## src/rtl/abh_pkg.sv

```systemverilog
// Shared select encodings for the address-high stage; also consumed by the microcode ROM generator.
package abh_pkg;

    localparam logic [1:0] BASE_ZERO = 2'b00;
    localparam logic [1:0] BASE_PCH  = 2'b01;
    localparam logic [1:0] BASE_AHH  = 2'b10;
    localparam logic [1:0] BASE_DB   = 2'b11;

    localparam logic [1:0] OFF_ZERO  = 2'b00;
    localparam logic [1:0] OFF_ABH   = 2'b01;
    localparam logic [1:0] OFF_SIGN  = 2'b10;
    localparam logic [1:0] OFF_ONE   = 2'b11;

    // 8-bit incrementer with wrap; the carry out is intentionally dropped.
    function automatic logic [7:0] inc8(input logic [7:0] value, input logic carry);
        inc8 = value + {7'b0000000, carry};
    endfunction

endpackage

```

## src/rtl/abh_add.sv

```systemverilog
// Address-high adder: base mux + offset mux + 8-bit add with carry from ABL; purely combinational.
module abh_add
    import abh_pkg::*;
(
    input  logic [1:0] base_sel,
    input  logic [1:0] off_sel,
    input  logic [7:0] pch,
    input  logic [7:0] ahh,
    input  logic [7:0] db,
    input  logic [7:0] abh,
    input  logic       cond,
    input  logic       ci,
    output logic [7:0] adh
);

    logic [7:0] base_s;
    logic [7:0] off_s;
    logic [8:0] sum_s;

    // Base operand selection.
    always_comb begin
        base_s = 8'h00;
        case (base_sel)
            BASE_ZERO: base_s = 8'h00;
            BASE_PCH:  base_s = pch;
            BASE_AHH:  base_s = ahh;
            BASE_DB:   base_s = db;
            default:   base_s = 8'h00;
        endcase
    end

    // Offset operand selection; OFF_SIGN sign-extends a branch offset into the high byte.
    always_comb begin
        off_s = 8'h00;
        case (off_sel)
            OFF_ZERO: off_s = 8'h00;
            OFF_ABH:  off_s = abh;
            OFF_SIGN: off_s = {8{cond}};
            OFF_ONE:  off_s = 8'h01;
            default:  off_s = 8'h00;
        endcase
    end

    assign sum_s = {1'b0, base_s} + {1'b0, off_s} + {8'h00, ci};
    assign adh   = sum_s[7:0];

endmodule

```

## src/rtl/abh.sv

```systemverilog
// Address Bus High stage: forms ADH/ABH in lock-step with ABL and holds AHH and PCH.
// Optional feature macro ABH_PAGE_X_EN: registered page-crossing flag; otherwise page_x is 1'b0.
module abh
    import abh_pkg::*;
#(
    parameter logic [7:0] ABH_RST = 8'hFF,
    parameter logic [7:0] PCH_RST = 8'h00
) (
    input  logic       clk,
    input  logic       RST,
    input  logic       CI,
    input  logic       cond,
    input  logic [7:0] DB,
    input  logic [3:0] op,
    input  logic       ld_ahh,
    input  logic       ld_pc,
    input  logic       pcl_co,
    output logic [7:0] PCH,
    output logic [7:0] ADH,
    output logic [7:0] ABH,
    output logic       page_x
);

    logic [7:0] abh_r;
    logic [7:0] pch_r;
    logic [7:0] ahh_r;
    logic [7:0] adh_s;
    logic [7:0] pch_next_s;
    logic [7:0] ahh_next_s;

    abh_add u_add (
        .base_sel (op[3:2]),
        .off_sel  (op[1:0]),
        .pch      (pch_r),
        .ahh      (ahh_r),
        .db       (DB),
        .abh      (abh_r),
        .cond     (cond),
        .ci       (CI),
        .adh      (adh_s)
    );

    // Hold-register next values; PCH increments from the registered ABH, mirroring PCL.
    always_comb begin
        pch_next_s = pch_r;
        ahh_next_s = ahh_r;
        if (ld_pc) begin
            pch_next_s = inc8(abh_r, pcl_co);
        end else begin
            pch_next_s = pch_r;
        end
        if (ld_ahh) begin
            ahh_next_s = DB;
        end else begin
            ahh_next_s = ahh_r;
        end
    end

    // State registers; reset overrides every load.
    always_ff @(posedge clk) begin
        if (RST) begin
            abh_r <= ABH_RST;
            pch_r <= PCH_RST;
            ahh_r <= 8'h00;
        end else begin
            abh_r <= adh_s;
            pch_r <= pch_next_s;
            ahh_r <= ahh_next_s;
        end
    end

`ifdef ABH_PAGE_X_EN
    logic page_x_r;
    logic page_x_next_s;

    // Page crossing: a carry on indexed adds, or carry disagreeing with a backward branch sign.
    always_comb begin
        page_x_next_s = 1'b0;
        if (op[1:0] == OFF_ABH) begin
            page_x_next_s = CI;
        end else if (op[1:0] == OFF_SIGN) begin
            page_x_next_s = CI ^ cond;
        end else begin
            page_x_next_s = 1'b0;
        end
    end

    // One-cycle page-crossing flag for the microcode sequencer.
    always_ff @(posedge clk) begin
        if (RST) begin
            page_x_r <= 1'b0;
        end else begin
            page_x_r <= page_x_next_s;
        end
    end

    assign page_x = page_x_r;
`else
    assign page_x = 1'b0;
`endif

    assign ADH = adh_s;
    assign ABH = abh_r;
    assign PCH = pch_r;

endmodule

```

## config.mk

```make
export PLATFORM = sky130hd
export DESIGN_NAME = abh
export DESIGN_NICKNAME = d
export VERILOG_FILES = /design/src/rtl/abh_pkg.sv /design/src/rtl/abh_add.sv /design/src/rtl/abh.sv
export SDC_FILE = /design/constraint.sdc
export NUM_CORES = 1
export LEC_CHECK = 0
export ABC_CLOCK_PERIOD_IN_PS = 9300
export BUFFER_PORTS_ARGS = -buffer_cell sky130_fd_sc_hd__buf_2
export CORE_MARGIN = 2
export CORE_UTILIZATION = 51
export DETAILED_ROUTE_END_ITERATION = 12
export PLACE_DENSITY = 0.83
export RECOVER_POWER = 100
export SKIP_LAST_GASP = 1
export SYNTH_ARGS = -nofsm -noshare
export SYNTH_HDL_FRONTEND = slang
export SYNTH_SLANG_ARGS = --single-unit
export TNS_END_PERCENT = 10
```

## constraint.sdc

```tcl
create_clock -name clk -period 9.3 [get_ports clk]
set_input_delay 2.325 -clock clk [delete_from_list [all_inputs] [get_ports clk]]
set_output_delay 2.325 -clock clk [all_outputs]
set_load 0.05 [all_outputs]
```

== Word-level counts from Yosys, hierarchy flattened ==
Cells that the tools add are included.
Cells by class
  add/subtract/negate cells: 3
  equal/unequal tests: 6
  mux-type cells: 2
  reductions and logical operators: 2
Operator list (number)
  case mux 8 bit (4 select lines): 2
  adder 8 x 1 -> 8 bit: 2
  adder 8 bit: 1
  == test 2 bit (second input constant): 4
  == test 2 x 1 -> 1 bit (second input constant): 2
  zero test 2 bit: 2
Storage, ports and cells
  flip-flop bits (word level): 24
  input bits: 19
  output and inout bits: 25
  word-level logic and storage cells: 16

== Logic depth before layout (Yosys ltp) ==
Gate-level depths: netlist of run 1.
  word-level depth: 4
  depth in mapped cells: 10
  depth with buffers taken out: 8

== By module ==
Synthesis of run 1 repeated with hierarchy kept, for this count alone.
Second synthesis, totals
  cells, all modules: 161
  area, all modules: 1507.7 sq um
By module, submodules not included
  abh: times used 1, cells an instance 87, area each 887.1 sq um, sequential area each 480.5 sq um
  abh_add: times used 1, cells an instance 74, area each 620.6 sq um, sequential area each 0.0 sq um

== Worst setup path before layout of run 1 ==
Ideal clock, no wire load.
  path kind: input -> output
  start point: input op[2]
  end point: output ADH[6]
  arrival: 4.664 ns
  data required time: 6.975 ns
  setup slack: 2.311 ns
  cell stages on the path: 9
  buffers on the path: 1
  cells stage by stage: buf_6 > mux2_2 > a22o_1 > fa_1 > fa_1 > a21o_1 > a21oi_1 > or4b_1 > nand3_1
Between the ends
  cells in the longest elaborated chain, start to end: 4
  elaborated cells on any way between the ends: 7
  those cells by class: add/sub: 2; eq/ne: 3; mux: 1; reduce/logical: 1
RTL lines
  start, declared: line abh.sv:14  | input logic [3:0] op,
  == test 2 bit, or another cell as far along: line abh_add.sv:23  | case (base_sel)
  case mux 8 bit (4 select lines) (*): line abh_add.sv:23
  adder 8 bit (*): line abh_add.sv:44  | assign sum_s = {1'b0, base_s} + {1'b0, off_s} + {8'h00, ci};
  adder 8 x 1 -> 8 bit (*): line abh_add.sv:44
  end, declared: line abh.sv:19  | output logic [7:0] ADH,
Every way passes the cells marked *; elsewhere a longest branch is shown, timed or not.

== Worst setup path after layout of run 1 ==
Same ends and word-level chain as after synthesis.

==> key figures, run 1 <==
Place
  • Area after DPL: 1699 sq um
  • Hpwl dp: about 2.8 mm
  • RePlAce Congestion: 0.8419
  • # port buffers: 42

Global route
  • Vias in the first global route: about 1300
  • Initial antenna violation count: 0
  • First-pass GRT wire length: about 5.8 mm
  • Grt total ovfl: 0
  • Gr usage total: 0.2211
  • Largest net degree at the start of global routing: 23

Synth
  • Post-synth ARST share: 0
  • Post-Syn Area: 1506 sq um
  • Dominant cell by count in the synthesized netlist: dfxtp_1
  • Post-synth cell types: 39
  • Post-synth top cells: dfxtp_1, nor2_1, mux2i_1
  • Share of Yosys cell area claimed by the top area cell type: 0.3189
  • Synth warn: 0
  • Post-Syn Instances: 160
  • Net Count, Synth: 189
  • Syn_area_per_cell: 9.415 sq um
  • Area contributors post-synth: dfxtp_1, mux2i_1, ha_1
  • Simple-gate share of the synthesized area: 0.1553
  • Main synth FF type: dfxtp_1
  • Complex-gate fraction of the synthesized area: 0.1869
  • Post-synth top area cell: dfxtp_1
  • Sequential share of the synthesized area: 0.3189
  • Seq cells post-synth: 24
  • Largest family of logic cells by synthesized area: compound AO/OA/AOI/OAI gates
  • Mux cell area share after synthesis: 0.1354
  • XOR/XNOR Fraction of Synth Area: 0.06312
  • Post-Synth Adder-Cell Area: 0.09302
  • EDFF count, synth: 0

CTS
  • CTS tree: built
  • Clock tree sinks: 24
  • Setup bufs post-CTS: 0
  • Clk_lat worst skew: 0.33 ns
  • Resized cells post-CTS: 0
  • Reg clk slew, reported paths: 0.13 ns
  • Clock Path Buffers: 2
  • TritonCTS Buffers: 3
  • H-Tree Depth: 1
  • Hold buffer count at cts: 0
  • Clock root cell: clkbuf_4

STA
  • RSZ-0062 raised after global routing: false
  • Worst-Margin Slew: 0.5953 ns
  • Final Hold Viols: 0
  • Final min period: between 7 and 8 ns
  • Setup Total Neg Slack: 0 ns
  • Fin. max-slew vios: 0
  • Max frequency: 0.1325 GHz
  • Setup Skew: 0.003355 ns
  • Fraction of the cycle the final worst path needs: 0.8113
  • Final setup fails: 0
  • Relative slew slack: 0.6048

Min path
  • Worst Hold Class: flip-flop to flip-flop

Detailed routing
  • Routed len/inst: 15.50 um
  • Vias: 1326
  • Drc violations: 0
  • DRT Pass-1 Iters: 4
  • Vias per cell: between 5 and 6
  • WL final: 3.535 mm
  • Initial DRC count: 34
  • Antenna-violating nets left: 0

Flow run
  • Maxcap violations: 0

Floorplanning
  • Initial Util: 0.5416
  • Die area: 3405 sq um
  • Boundary pin count: 44
  • Row cnt: 19
  • Die Span Y: 58.35 um
  • Horiz. Die Dim: between 50 and 60 um
  • Core Box Area: 2781 sq um

Final layout
  • Final Core Density: 0.6122
  • Antenna diode count: 0
  • Register area: 480.5 sq um
  • Area Growth Syn to Fin: 13.04%
  • Layout cells sized above 1: 0.1827
  • Fillcell total: 250
  • Final instance area: 1703 sq um
  • Multi-input logic area: 958.4 sq um
  • Nets: 227

Worst setup path
  • Slowest cell on the critical path: clkbuf_1
  • Top Family by Delay on Critical Path: buffers and inverters
  • Crit Path Max Fanout: 9
  • Critical Path Source Type: primary input
  • CP bufs+invs: 2
  • Slowest stage delay, CP: 0.46 ns
  • CP Capture Type: primary output
  • WS Path Type: primary input to primary output
  • WP data required: 6.98 ns
  • Critical Path AT: 5.22 ns
  • Worst-path cell chain: clkbuf_1 -> mux2_2 -> a22o_1 -> fa_1 -> fa_1 -> a21o_1 -> a21oi_1 -> o211ai_1 -> nand3_1 -> clkbuf_1

Power and ir drop
  • Worst VDD drop: 0.1437 mV
  • Sw frac: 0.4806
  • Leakage: 0.8146 nW
  • Clock share of power: 0.161
  • Total Power: 358.0 uW
  • Power Dens Cells: 210.2 nW/um^2
  • Logic pwr share: 0.477
  • Internal power: ~190 uW
  • Register share of total power: 0.363
  • Switch Pwr: 172.1 uW

Outcome
  • Run status: completed
-- flip-flops by register name (all words and copies together) (netlist names) --
name   flops
PCH        8
ABH        8
ahh_r      8
-- cell type report --
class | count | area share
Tap cell | 31 | 0.02278
Multi-Input combinational cell | 124 | 0.5628
Timing Repair Buffer | 42 | 0.1043
Clock buffer | 4 | 0.02131
Inverter | 3 | 0.006613
Sequential cell | 24 | 0.2821
-- through the flow --
stage,hold WS (ns),setup slack [ns],std cells
detailed placement,0.4895,2.161,224
CTS,0.5218,2.151,228
floorplan,0.4561,2.311,160
global placement,0.4719,2.224,224
global route,0.5441,1.598,228
finish,0.5164,1.755,228
-- worst register-to-register path, stage by stage (launching register included) --
cell and delay, ns:
dfxtp_1 0.33, mux2_2 0.26, a22o_1 0.19, fa_1 0.40, fa_1 0.42, a21o_1 0.17
a21oi_1 0.26, xnor2_1 0.14, or2_2 0.29
-- routing by layer --
| metal | vias to the layer above | track usage | part of all wire |
|---|---|---|---|
| li1 | 647 | - | - |
| met1 | 623 | 0.2597 | 0.44 |
| met2 | 45 | 0.3836 | 0.48 |
| met3 | 11 | 0.04176 | 0.057 |
| met4 | 0 | 0.1096 | 0.024 |
| met5 | - | 0 | 0 |
-- final timing paths --
kind | depth (start not counted) | slack (ns) | startpoint | end
worst min-delay path | 2 | 0.52 | ahh_r[7]$_SDFFE_PP0P_ | ahh_r[7]$_SDFFE_PP0P_
worst max-delay path | 10 | 1.76 | op[2] | ADH[6]
worst max register to register | 8 | 6.74 | ahh_r[0]$_SDFFE_PP0P_ | ABH[4]$_SDFF_PP1_
worst min register to register | 2 | 0.52 | ahh_r[7]$_SDFFE_PP0P_ | ahh_r[7]$_SDFFE_PP0P_
-- power groups by stage --
stage / Clock, mW / Combinational (mW) / Sequential (mW)
after detailed placement: 0 / 0.176 / 0.132
after floorplan: 0 / 0.105 / 0.165
after global placement: 0 / 0.171 / 0.131
after global routing: 0.0629 / 0.181 / 0.132
after CTS: 0.0583 / 0.176 / 0.130
final: 0.0575 / 0.171 / 0.130
-- layout by cell type, fill, tap and decap left out, types with 2 or more instances in the layout --
master    instances
clkbuf_4          3
fa_1              2
nor3_1            4
xor2_1            5
a21oi_1           6
mux2_2            7
xnor2_1           4
dfxtp_1          24
a21o_1            8
ha_1              8
or2_2             4
o21a_1            2
a22o_1            7
o21ai_0           3
nand2_1           5
mux2i_1          11
clkbuf_1         26
a311oi_1          2
nand3_1           4
buf_2            16
nor2_1           21
a211oi_1          6
inv_1             3
-- kinds of logic after synthesis --
group,after synthesis
AOI/OAI and AO/OA,37
buffers and inverters,12
xor gates and xnor gates,10
DFF,24
muxes,19
and+or+nand+nor,47
other,1
adders and majority gates,10
No activity file was read; power rests on OpenSTA's default activity.
==> inputs of run 2 (changes only) <==
ABC_CLOCK_PERIOD_IN_PS = 6400   (was 9300)
CORE_UTILIZATION = 46   (was 51)
PLACE_DENSITY = 0.79   (was 0.83)
clock period = 6.4 ns   (was 9.3 ns; I/O delays follow)
==> key figures, run 2 (synthesis results as in run 1) <==
Outcome
  • Run status: completed

Global route
  • First-pass GRT wire length: 5.416 mm (-6.0%)
  • Initial antenna violation count: 0 (unchanged)
  • Gr usage total: 0.1953 (-0.02584)
  • Largest net degree at the start of global routing: 23 (unchanged)
  • Grt total ovfl: 0 (unchanged)
  • Vias in the first global route: 1174 (-10%)

STA
  • Final min period: 5.874 ns
  • Fraction of the cycle the final worst path needs: 0.9178
  • Final setup fails: 0 (unchanged)
  • Max frequency: about 0.17 GHz
  • Worst-Margin Slew: 0.6128 ns (+0.01753 ns)
  • Fin. max-slew vios: 0 (unchanged)
  • Relative slew slack: 0.5932 (-0.01164)
  • Setup Skew: 0.006036 ns (+0.002681 ns)
  • Setup Total Neg Slack: 0 ns (unchanged)
  • RSZ-0062 raised after global routing: false
  • Final Hold Viols: 0 (unchanged)

Worst setup path
  • Critical path depth: 10 (unchanged)
  • Slowest stage delay, CP: 0.41 ns (-0.05 ns)
  • WP data required: 4.80 ns (-2.18 ns)
  • Crit path from: op[2]
  • CP bufs+invs: 2 (unchanged)
  • Top cell by count, worst path: fa_1
  • Critical Path Source Type: primary input
  • Worst-path cell chain: clkbuf_1 -> mux2_2 -> a22o_1 -> fa_1 -> fa_1 -> a21o_1 -> a21oi_1 -> o211ai_1 -> nand3_1 -> buf_2
  • Slowest cell on the critical path: fa_1
  • Critical Path AT: 4.27 ns (-0.95 ns)
  • CP Capture Type: primary output
  • WS Path Type: primary input to primary output
  • Crit Path Max Fanout: 9 (unchanged)
  • Top Family by Delay on Critical Path: adder cells
  • RR Startpoint: ahh_r[0]$_SDFFE_PP0P_
  • R2r worst-path depth: 8 (unchanged)

Floorplanning
  • Row cnt: 20 (+1)
  • Die area: 3749 sq um (+10%)
  • Core Box Area: 3078 sq um (+11%)
  • Boundary pin count: 44 (unchanged)
  • Die Span Y: 61.23 um (+4.9%)
  • Horiz. Die Dim: 61.23 um (+4.9%)
  • Initial Util: 0.4894 (-0.05218)

Detailed routing
  • Routed len/inst: 13.33 um (-14%)
  • Vias: 1277 (-3.7%)
  • Initial DRC count: 46 (+35%)
  • DRT Pass-1 Iters: 4 (unchanged)
  • Vias per cell: 5.299 (-8.9%)
  • Antenna-violating nets left: 0 (unchanged)
  • Drc violations: 0 (unchanged)
  • WL final: 3.212 mm (-9.1%)

Place
  • RePlAce Congestion: 0.8057 (-4.3%)
  • # port buffers: 42 (unchanged)
  • Placed cell count: 237 (+5.8%)
  • Hpwl dp: 2.509 mm (-9.8%)

Final layout
  • Area Growth Syn to Fin: 14.29%
  • Final Core Density: 0.5594 (-0.05289)
  • Nets: 227 (unchanged)
  • Layout cells sized above 1: 0.1929 (+0.01015)
  • Antenna diode count: 0 (unchanged)
  • Fillcell total: 302 (+21%)
  • Highest-count cells in the layout ignoring fill and taps: dfxtp_1, clkbuf_1, nor2_1, buf_2, mux2i_1
  • Fin cells: 241 (+5.7%)

Min path
  • Worst hold path stage count: 2 (unchanged)
  • Worst Hold Class: flip-flop to flip-flop
  • Worst hold start: ahh_r[2]$_SDFFE_PP0P_

CTS
  • TritonCTS Buffers: 3 (unchanged)
  • Clock Path Buffers: 2 (unchanged)
  • Clock root cell: clkbuf_4
  • Reg clk slew, reported paths: 0.13 ns (about the same)
  • Clock tree sinks: 24 (unchanged)
  • Clk_lat worst skew: 0.32 ns (about the same)
  • Resized cells post-CTS: 0 (unchanged)
  • Hold buffer count at cts: 0 (unchanged)
  • CTS tree: built
  • Setup bufs post-CTS: 0 (unchanged)
  • H-Tree Depth: 1 (unchanged)

Flow run
  • Maxcap violations: 0 (unchanged)

Power and ir drop
  • Worst VDD drop: 0.1502 mV (+4.5%)
  • Leakage: 0.8204 nW (+0.71%)
  • Power Dens Cells: 298.8 nW/um^2 (+42%)
## run 2: worst paths after layout
path / to / slack (ns)
min: ahh_r[2]$_SDFFE_PP0P_ / 0.51
min reg2reg: ahh_r[2]$_SDFFE_PP0P_ / 0.51
max reg2reg: ABH[4]$_SDFF_PP1_ / 3.86
max: ADH[6] / 0.53
## run 2: stage by stage
step	hold WS, ns	instance area (sq um)	worst slack (ns)	total power [mW]
after global routing	0.5558	1722	0.3235	0.5456
after CTS	0.5165	1752	0.7131	0.5246
after floorplan	0.4561	1506	0.8605	0.3926
final	0.5113	1722	0.5258	0.5143
after global placement	0.4692	1715	0.7439	0.4415
after detailed placement	0.4867	1715	0.7160	0.4443
## run 2: final cells by class
class | instances | area (sq um) | share of cell area
repair buffers | 42 | 180.2 | 0.1047
flip-flops and latches | 24 | 480.5 | 0.2791
inverters | 3 | 11.26 | 0.006541
well taps | 44 | 55.05 | 0.03198
multi-input cells | 124 | 958.4 | 0.5567
clock buffers | 4 | 36.28 | 0.02108
## run 2: power by group
group / total [mW] / switching (mW) / leakage [nW] / internal (mW)
sequential: 0.189 / 0.0206 / 0.200 / 0.168
combinational: 0.245 / 0.177 / 0.600 / 0.0679
clock: 0.0808 / 0.0460 / 0.0210 / 0.0348
total: 0.514 / 0.244 / 0.820 / 0.271
## run 2: worst reg2reg max path, cell delays in order (launching register included)
cell,delay (ns)
dfxtp_1,0.34
mux2_2,0.26
a22o_1,0.20
fa_1,0.41
fa_1,0.42
a21o_1,0.17
a21oi_1,0.25
xnor2_1,0.13
or2_2,0.28
## run 2: per-layer routing
layer  vias to the layer above  share of wire  track usage
li1                        641              -            -
met1                       603           0.46       0.2626
met2                        31           0.48       0.3283
met3                         2          0.054      0.05042
met4                         0         0.0019      0.01863
met5                         -              0            0
==> inputs of run 3 (changes only) <==
CAP_MARGIN = 20   (was unset)
REMOVE_ABC_BUFFERS = 1   (was unset)
==> key figures, run 3 (synthesis results as in run 1) <==
Outcome
  • Run status: completed

Final layout
  • Nets: 227 (unchanged)
  • Fillcell total: 304 (+0.66%)
  • Layout cells sized above 1: 0.1929 (unchanged)
  • Highest-count cells in the layout ignoring fill and taps: dfxtp_1, clkbuf_1, nor2_1, buf_2, mux2i_1
  • Area Growth Syn to Fin: 15.37%
  • Fin cells: 241 (unchanged)
  • Antenna diode count: 0 (unchanged)

Power and ir drop
  • Worst VDD drop: 0.1499 mV (-0.17%)
  • Power Dens Cells: 315.2 nW/um^2 (+5.5%)
  • Leakage: 0.8275 nW (+0.87%)
  • Total Power: 547.7 uW (+6.5%)

Place
  • Hpwl dp: 2.511 mm (about the same)
  • # port buffers: 42 (unchanged)
  • RePlAce Congestion: 0.8453 (+4.9%)
  • Placed cell count: 237 (unchanged)

Worst setup path
  • Critical Path AT: 4.36 ns (+0.09 ns)
  • CP Capture Type: primary output
  • Critical Path Source Type: primary input
  • Slowest stage delay, CP: 0.42 ns (about the same)
  • Slowest cell on the critical path: fa_1
  • Crit Path Max Fanout: 9 (unchanged)
  • Worst-path cell chain: clkbuf_1 -> mux2_2 -> a22o_1 -> fa_1 -> fa_1 -> a21o_1 -> a21oi_1 -> o211ai_1 -> nand3_1 -> clkbuf_2
  • WS Path Type: primary input to primary output
  • Top cell by count, worst path: fa_1
  • WP data required: 4.80 ns (about the same)
  • Top Family by Delay on Critical Path: adder cells
  • CP bufs+invs: 2 (unchanged)
  • Reg2Reg Setup Slack: 3.83 ns (-0.03 ns)

STA
  • Final Hold Viols: 0 (unchanged)
  • Fin. max-slew vios: 0 (unchanged)
  • Setup Total Neg Slack: 0 ns (unchanged)
  • Final min period: 5.959 ns (+0.08452 ns)
  • Fraction of the cycle the final worst path needs: 0.9311 (+0.01321)
  • Hold Slack: 0.5116 ns (+0.0002230 ns)
  • Final setup fails: 0 (unchanged)
  • Setup Skew: 0.007420 ns (+0.001384 ns)
  • RSZ-0062 raised after global routing: false
  • Max frequency: 0.1678 GHz (-1.4%)
  • Relative slew slack: 0.6000 (+0.006824)
  • Worst-Margin Slew: 0.6025 ns (-0.01028 ns)

CTS
  • Clock Path Buffers: 2 (unchanged)
  • Clock tree sinks: 24 (unchanged)
  • Resized cells post-CTS: 0 (unchanged)
  • Hold buffer count at cts: 0 (unchanged)
  • CTS tree: built
  • H-Tree Depth: 1 (unchanged)
  • Reg clk slew, reported paths: 0.14 ns (about the same)
  • Clk_lat worst skew: 0.32 ns (about the same)
  • Setup bufs post-CTS: 0 (unchanged)
  • TritonCTS Buffers: 3 (unchanged)
  • Clock root cell: clkbuf_4

Floorplanning
  • Die Span Y: 61.23 um (unchanged)
  • Initial Util: 0.4894 (unchanged)
  • Row cnt: 20 (unchanged)
  • Boundary pin count: 44 (unchanged)
  • Core Box Area: 3078 sq um (unchanged)
  • Horiz. Die Dim: 61.23 um (unchanged)
  • Die area: 3749 sq um (unchanged)

Detailed routing
  • Initial DRC count: 40 (-13%)
  • Vias per cell: 5.278 (-0.39%)
  • Routed len/inst: 13.46 um (+1.0%)
  • Drc violations: 0 (unchanged)
  • Vias: 1272 (-0.39%)
  • WL final: 3.244 mm (+1.0%)
  • Antenna-violating nets left: 0 (unchanged)
  • DRT Pass-1 Iters: 4 (unchanged)

Global route
  • Initial antenna violation count: 0 (unchanged)
  • Grt total ovfl: 0 (unchanged)
  • Largest net degree at the start of global routing: 23 (unchanged)
  • First-pass GRT wire length: 5.299 mm (-2.2%)
  • Vias in the first global route: 1181 (+0.60%)
  • Gr usage total: 0.1887 (-0.006607)

Flow run
  • Maxcap violations: 0 (unchanged)

Min path
  • Worst Hold Class: flip-flop to flip-flop
-- run 3: routing by layer --
layer / wire length (um) / up-vias / global-route usage
met5: 0 / - / 0
met1: 1612 / 590 / 0.2571
li1: - / 644 / -
met4: 27 / 0 / 0.04969
met2: 1426 / 34 / 0.3085
met3: 177 / 4 / 0.03361
-- run 3: worst reg2reg max path: stages (launching register included) --
cell     delay, ns
dfxtp_1       0.34
mux2_2        0.25
a22o_1        0.22
fa_1          0.42
fa_1          0.42
a21o_1        0.17
a21oi_1       0.27
xnor2_1       0.13
or2_2         0.27
-- run 3: cell type report --
cell class                      instances  area (sq um)  share of cell area
Multi-Input combinational cell        124         958.4              0.5515
Sequential cell                        24         480.5              0.2765
Timing Repair Buffer                   42         180.2              0.1037
Tap cell                               44         55.05             0.03168
Clock inverter                          1         30.03             0.01728
Clock buffer                            3         22.52             0.01296
Inverter                                3         11.26            0.006479
-- run 3: report_power, final --
group	leakage [nW]	total, mW	switching (mW)	internal, mW
Combinational	0.600	0.247	0.179	0.0682
Clock	0.0279	0.113	0.0495	0.0633
Sequential	0.200	0.188	0.0198	0.168
-- run 3: metrics by stage --
step | instance area, sq um | setup WS (ns) | util
floorplan | 1450 | 0.9914 | -
finish | 1738 | 0.4413 | 0.5646
global route | 1738 | 0.2488 | 0.5646
global placement | 1715 | 0.7177 | 0.5573
detailed placement | 1715 | 0.6543 | 0.5573
CTS | 1768 | 0.6500 | 0.5744
-- run 3: final timing paths --
check,from,to,depth (start not counted)
worst min-delay path,ahh_r[1]$_SDFFE_PP0P_,ahh_r[1]$_SDFFE_PP0P_,2
worst max register to register,ahh_r[0]$_SDFFE_PP0P_,ABH[4]$_SDFF_PP1_,8
worst max-delay path,op[2],ADH[6],10
worst min register to register,ahh_r[1]$_SDFFE_PP0P_,ahh_r[1]$_SDFFE_PP0P_,2
